[src/rtl/rr_mux_arbiter_4.sv]
// Round-robin arbiter feeding a registered 4:1 mux onto one valid/ready channel.
// Priority pointer advances past each winner; idle cycles leave it untouched.
module rr_mux_arbiter_4 #(
    parameter int WIDTH = 4
) (
    input  logic             clk,
    input  logic             rst_n,
    input  logic [3:0]       req_valid,
    input  logic [WIDTH-1:0] d0,
    input  logic [WIDTH-1:0] d1,
    input  logic [WIDTH-1:0] d2,
    input  logic [WIDTH-1:0] d3,
    output logic [3:0]       req_ready,
    output logic             out_valid,
    output logic [WIDTH-1:0] out_data,
    output logic [1:0]       out_sel,
    input  logic             out_ready
);

    typedef enum logic {
        EMPTY = 1'b0,
        FULL  = 1'b1
    } state_t;

    state_t           state, state_next;
    logic [WIDTH-1:0] data_q, data_next;
    logic [1:0]       sel_q, sel_next;
    logic [1:0]       ptr_q, ptr_next;
    logic             load;
    logic             found;
    logic [1:0]       win;
    logic [1:0]       idx;
    logic [WIDTH-1:0] win_data;

    assign load = (state == EMPTY) || out_ready;

    // First requester at or after ptr, wrapping modulo 4.
    always_comb begin
        found = 1'b0;
        win   = ptr_q;
        idx   = ptr_q;
        for (int k = 0; k < 4; k++) begin
            idx = ptr_q + 2'(k);
            if (!found && req_valid[idx]) begin
                found = 1'b1;
                win   = idx;
            end
        end
    end

    always_comb begin
        win_data = d0;
        unique case (win)
            2'd0: win_data = d0;
            2'd1: win_data = d1;
            2'd2: win_data = d2;
            2'd3: win_data = d3;
        endcase
    end

    // Reset gates grants so nothing is taken while the register is held clear.
    always_comb begin
        req_ready = 4'b0000;
        if (rst_n && load && found)
            req_ready[win] = 1'b1;
    end

    always_comb begin
        state_next = state;
        data_next  = data_q;
        sel_next   = sel_q;
        ptr_next   = ptr_q;
        if (load) begin
            if (found) begin
                state_next = FULL;
                data_next  = win_data;
                sel_next   = win;
                ptr_next   = win + 2'd1;
            end else begin
                state_next = EMPTY;
            end
        end
    end

    always_ff @(posedge clk or negedge rst_n) begin
        if (!rst_n) begin
            state  <= EMPTY;
            data_q <= '0;
            sel_q  <= 2'd0;
            ptr_q  <= 2'd0;
        end else begin
            state  <= state_next;
            data_q <= data_next;
            sel_q  <= sel_next;
            ptr_q  <= ptr_next;
        end
    end

    assign out_valid = (state == FULL);
    assign out_data  = data_q;
    assign out_sel   = sel_q;

endmodule
[config.mk]
export PLATFORM = sky130hd
export DESIGN_NAME = rr_mux_arbiter_4
export DESIGN_NICKNAME = d
export VERILOG_FILES = /design/src/rtl/rr_mux_arbiter_4.sv
export SDC_FILE = /design/constraint.sdc
export NUM_CORES = 1
export LEC_CHECK = 0
export CORE_MARGIN = 2
export CORE_UTILIZATION = 41
export DETAILED_ROUTE_END_ITERATION = 16
export PLACE_DENSITY = 0.82
export SLEW_MARGIN = 20
export SYNTH_ARGS = -nofsm -noshare
export SYNTH_HDL_FRONTEND = slang
export SYNTH_SLANG_ARGS = --single-unit
[constraint.sdc]
create_clock -name clk -period 5.02 [get_ports clk]
set_input_delay 0.502 -clock clk [delete_from_list [all_inputs] [get_ports clk]]
set_output_delay 0.502 -clock clk [all_outputs]
set_load 0.05 [all_outputs]
==> impl_summary.log <==
INFO  metric run_status = finished clean
INFO  metric compound_cell_area_share_of_the_yosys_netlist = 0.229
INFO  metric synth_cell_types = 24
INFO  metric layout_worst_path_cycle_share = 0.687
INFO  metric syn2layout_area_growth = 57.0%
INFO  metric avgSynthCellArea = 10.3 um2
INFO  metric final-instance-count-excl-fill = 114
INFO  metric drc = 0
INFO  metric power.internal = 0.255 mW
INFO  metric worstSetupStartpointType = input pin
INFO  metric timing.critical_path.buf_inv = 2
INFO  metric floorplan.io_pins = 34
INFO  metric power.switching_fraction = 0.452
INFO  metric floorplan.die_area = 1890 um2
INFO  metric detail_route.vias_per_cell = 5.88
INFO  metric post_route_cells_drive_above_1_share = 0.102
INFO  metric library_cell_occupying_the_most_area_in_the_post_synthesis_netlist = sky130_fd_sc_hd__dfrtp_1
INFO  metric synth_top_area_share = 0.352
INFO  metric clk-insertion-delay-late = 260 ps
INFO  metric netlist_top_cells_count = sky130_fd_sc_hd__dfrtp_1 (9), sky130_fd_sc_hd__o21ai_0 (6), sky130_fd_sc_hd__and3_1 (5), sky130_fd_sc_hd__ha_1 (5), sky130_fd_sc_hd__nand2_1 (5)
INFO  metric tritoncts = yes
INFO  metric postCtsSetupRepairBufs = 0
INFO  metric tns = 0 ps
INFO  metric worst_path_largest_cell_delay = 790 ps
INFO  metric synth_top_flop_cell = sky130_fd_sc_hd__dfrtp_1
INFO  metric die_x = 43.5 um
INFO  metric synth-simple-area-share = 0.199
INFO  metric tightestPinTransition = 517 ps
INFO  metric max-slew-margin-rel = 0.654
INFO  metric slowest_stage = sky130_fd_sc_hd__clkdlybuf4s50_1
INFO  metric slew_viol_final = 0
INFO  metric core = 1490 um2
INFO  metric synthMuxAreaShare = 0.105
INFO  metric syn_nets = 90
INFO  metric grtUsageTotal = 0.203
INFO  metric min-delay-path-class = reg2reg
INFO  metric cts_buffer_depth = 2
INFO  metric die_h = 43.5 um
INFO  metric ant_nets = 0
INFO  metric synth_edf_count = 0
INFO  metric peakVddDrop = 0.186 mV
INFO  metric synth_cells = 62
INFO  metric ys_warn_count = 0
INFO  metric power_density = 463 nW/um2
INFO  metric synth_xor_area_frac = 0
INFO  metric timing.final.setup_violations = 0
INFO  metric antenna_found_initial = 0
INFO  metric maxCapViolations = 0
INFO  metric drt_iter0_markers = 29
INFO  metric path_class = in2out
INFO  metric combPwrFrac = 0.624
INFO  metric start_util = 0.430
INFO  metric vias = 670
INFO  metric portBuffers = 33
INFO  metric post-dp-hpwl = 1.34 mm
INFO  metric path_delay_family = buffers and inverters
INFO  metric synth_top_family_by_area = compound AO/OA/AOI/OAI gates
INFO  metric setup.worst_path.end_class = primary output
INFO  metric cts.repair.resized = 0
INFO  metric total_leakage_power = 0.432 nW
INFO  metric critical_path.max_fanout = 6
INFO  metric period_minus_ws_final = 3450 ps
INFO  metric async_flop_share = 1.00
INFO  metric rsz_0062_raised_after_global_routing = no
INFO  metric nNetsFinal = 127
INFO  metric ys_top_cells_by_area = sky130_fd_sc_hd__dfrtp_1 (35%), sky130_fd_sc_hd__ha_1 (9.8%), sky130_fd_sc_hd__mux2_4 (7.0%)
INFO  metric crit_path_cell_trace = clkdlybuf4s50_1 -> nor2b_1 -> o21ai_0 -> and3_1 -> ha_1 -> and3_1 -> clkdlybuf4s50_1
INFO  metric h-tree-depth = 1
INFO  metric synth.ff_latch_count = 9
INFO  metric critPathArrivalTime = 2950 ps
INFO  metric tritoncts_num_sinks = 9
INFO  metric synth-adder-area-share = 0.0977
INFO  metric final_weighted_congestion_of_routability_driven_global_placement = 0.824
INFO  metric first_pass_iters = 4
INFO  metric synth_most_common_cell = sky130_fd_sc_hd__dfrtp_1
INFO  metric numCtsBuffers = 3
INFO  metric clockRootBuffer = sky130_fd_sc_hd__clkbuf_4
INFO  metric postRouteWirelength = 1.71 mm
INFO  metric wire_length_of_the_first_global_routing_pass = 2.77 mm
INFO  metric avgRoutedWirePerCell = 15.0 um
INFO  metric postLayoutCoreUtil = 0.676
INFO  metric std_cell_rows = 14
INFO  metric synth_area = 641 um2
INFO  metric post-place-cells = 110
INFO  metric worst_path_required_time = 4520 ps
INFO  metric pwr-share-seq = 0.259
INFO  metric grt_max_degree = 14
INFO  metric report.final.hold_viol_count = 0
INFO  metric antenna_cells = 0
INFO  metric fmax = 0.290 GHz
INFO  metric final_area = 1010 um2
INFO  metric clkSlewWorstSetupHoldPaths = 60 ps
INFO  metric hold_buffers = 0
INFO  metric total_power = 0.465 mW
INFO  metric first_global_vias = 642
INFO  metric switching_power = 0.210 mW
INFO  metric dpl-instance-area = 980 um2
INFO  metric share_clk_of_total_power = 0.117
INFO  metric sequential_area_share_after_synthesis = 0.352
INFO  metric grt_remaining_overflow = 0
INFO  metric timing.clock.skew = 2.61 ps
flip-flops by register name, summed over array words and instances (netlist names):
name / flops
out_sel: 2
ptr_q: 2
out_data: 4
out_valid: 1
power by group through the flow:
stage / Sequential (mW) / Clock [mW] / Combinational, mW
6_report: 0.121 / 0.0546 / 0.290
5_1_grt: 0.125 / 0.0638 / 0.311
4_1_cts: 0.120 / 0.0565 / 0.291
3_5_place_dp: 0.122 / 0 / 0.290
3_3_place_gp: 0.120 / 0 / 0.286
2_1_floorplan: 0.190 / 0 / 0.127
worst reg2reg max path: stages, from the launching register on:
cell and delay [ps]:
sky130_fd_sc_hd__dfrtp_1 450, sky130_fd_sc_hd__a21boi_0 130, sky130_fd_sc_hd__o21bai_1 260, sky130_fd_sc_hd__nand3_1 190, sky130_fd_sc_hd__ha_1 280, sky130_fd_sc_hd__a222oi_1 360
sky130_fd_sc_hd__o21ai_0 120, sky130_fd_sc_hd__mux2_2 270
through the flow:
stage / setup slack, ps / hold slack, ps
2_1_floorplan: 2700 / 206
3_3_place_gp: 1650 / 493
3_5_place_dp: 1580 / 498
4_1_cts: 1570 / 515
5_1_grt: 1440 / 528
6_report: 1570 / 512
cell type report:
type / count / area, um2
sequential: 9 / 225
clock buffer: 4 / 26.3
tap: 16 / 20.0
timing repair buffer: 33 / 330
fill: 133 / 483
multi-input combinational: 52 / 404
per-layer routing:
| layer | wire length [um] | GRT usage |
|---|---|---|
| met1 | 687 | 0.226 |
| met2 | 807 | 0.337 |
| met3 | 196 | 0.0875 |
| met4 | 16 | 0.0909 |
| met5 | 0 | 0 |
path summary, 6_finish.rpt:
| kind | from | to | slack, ps | cells past startpoint |
|---|---|---|---|---|
| min in group asynchronous | rst_n | out_data[1] | 590 | 1 |
| worst max-delay path | req_valid[3] | req_ready[1] | 1570 | 7 |
| worst min register to register | out_data[3] | out_data[3] | 510 | 1 |
| worst max register to register | ptr_q[1] | out_data[1] | 2850 | 7 |
| max in group asynchronous | rst_n | ptr_q[0] | 4090 | 1 |
| worst min-delay path | out_data[3] | out_data[3] | 510 | 1 |
kinds of logic after synthesis:
family                   Yosys count
AO/OA/AOI/OAI                     20
adder cells (fa/ha/maj)            5
buffers and inverters              1
flip-flops                         9
multiplexers                       5
AND/OR/NAND/NOR                   22
cells in the final DEF, fill, tap and decap left out:
master / instances
sky130_fd_sc_hd__nor2_1: 1
sky130_fd_sc_hd__mux2_4: 3
sky130_fd_sc_hd__mux2_2: 2
sky130_fd_sc_hd__a31oi_1: 1
sky130_fd_sc_hd__nand2_1: 5
sky130_fd_sc_hd__a21oi_1: 2
sky130_fd_sc_hd__and2_4: 1
sky130_fd_sc_hd__a2111o_1: 1
sky130_fd_sc_hd__nand3_1: 1
sky130_fd_sc_hd__and2_1: 1
sky130_fd_sc_hd__a222oi_1: 4
sky130_fd_sc_hd__or4_4: 1
sky130_fd_sc_hd__o21ai_0: 6
sky130_fd_sc_hd__a41o_1: 1
sky130_fd_sc_hd__nand2b_1: 2
sky130_fd_sc_hd__nor3_1: 1
sky130_fd_sc_hd__a41oi_1: 1
sky130_fd_sc_hd__ha_1: 5
sky130_fd_sc_hd__clkbuf_4: 3
sky130_fd_sc_hd__dfrtp_1: 9
sky130_fd_sc_hd__and3_1: 5
sky130_fd_sc_hd__nor2b_1: 4
sky130_fd_sc_hd__clkbuf_1: 1
sky130_fd_sc_hd__o21bai_1: 2
sky130_fd_sc_hd__clkdlybuf4s50_1: 33
sky130_fd_sc_hd__a21boi_0: 2
No activity file was read; power rests on OpenSTA's default activity.
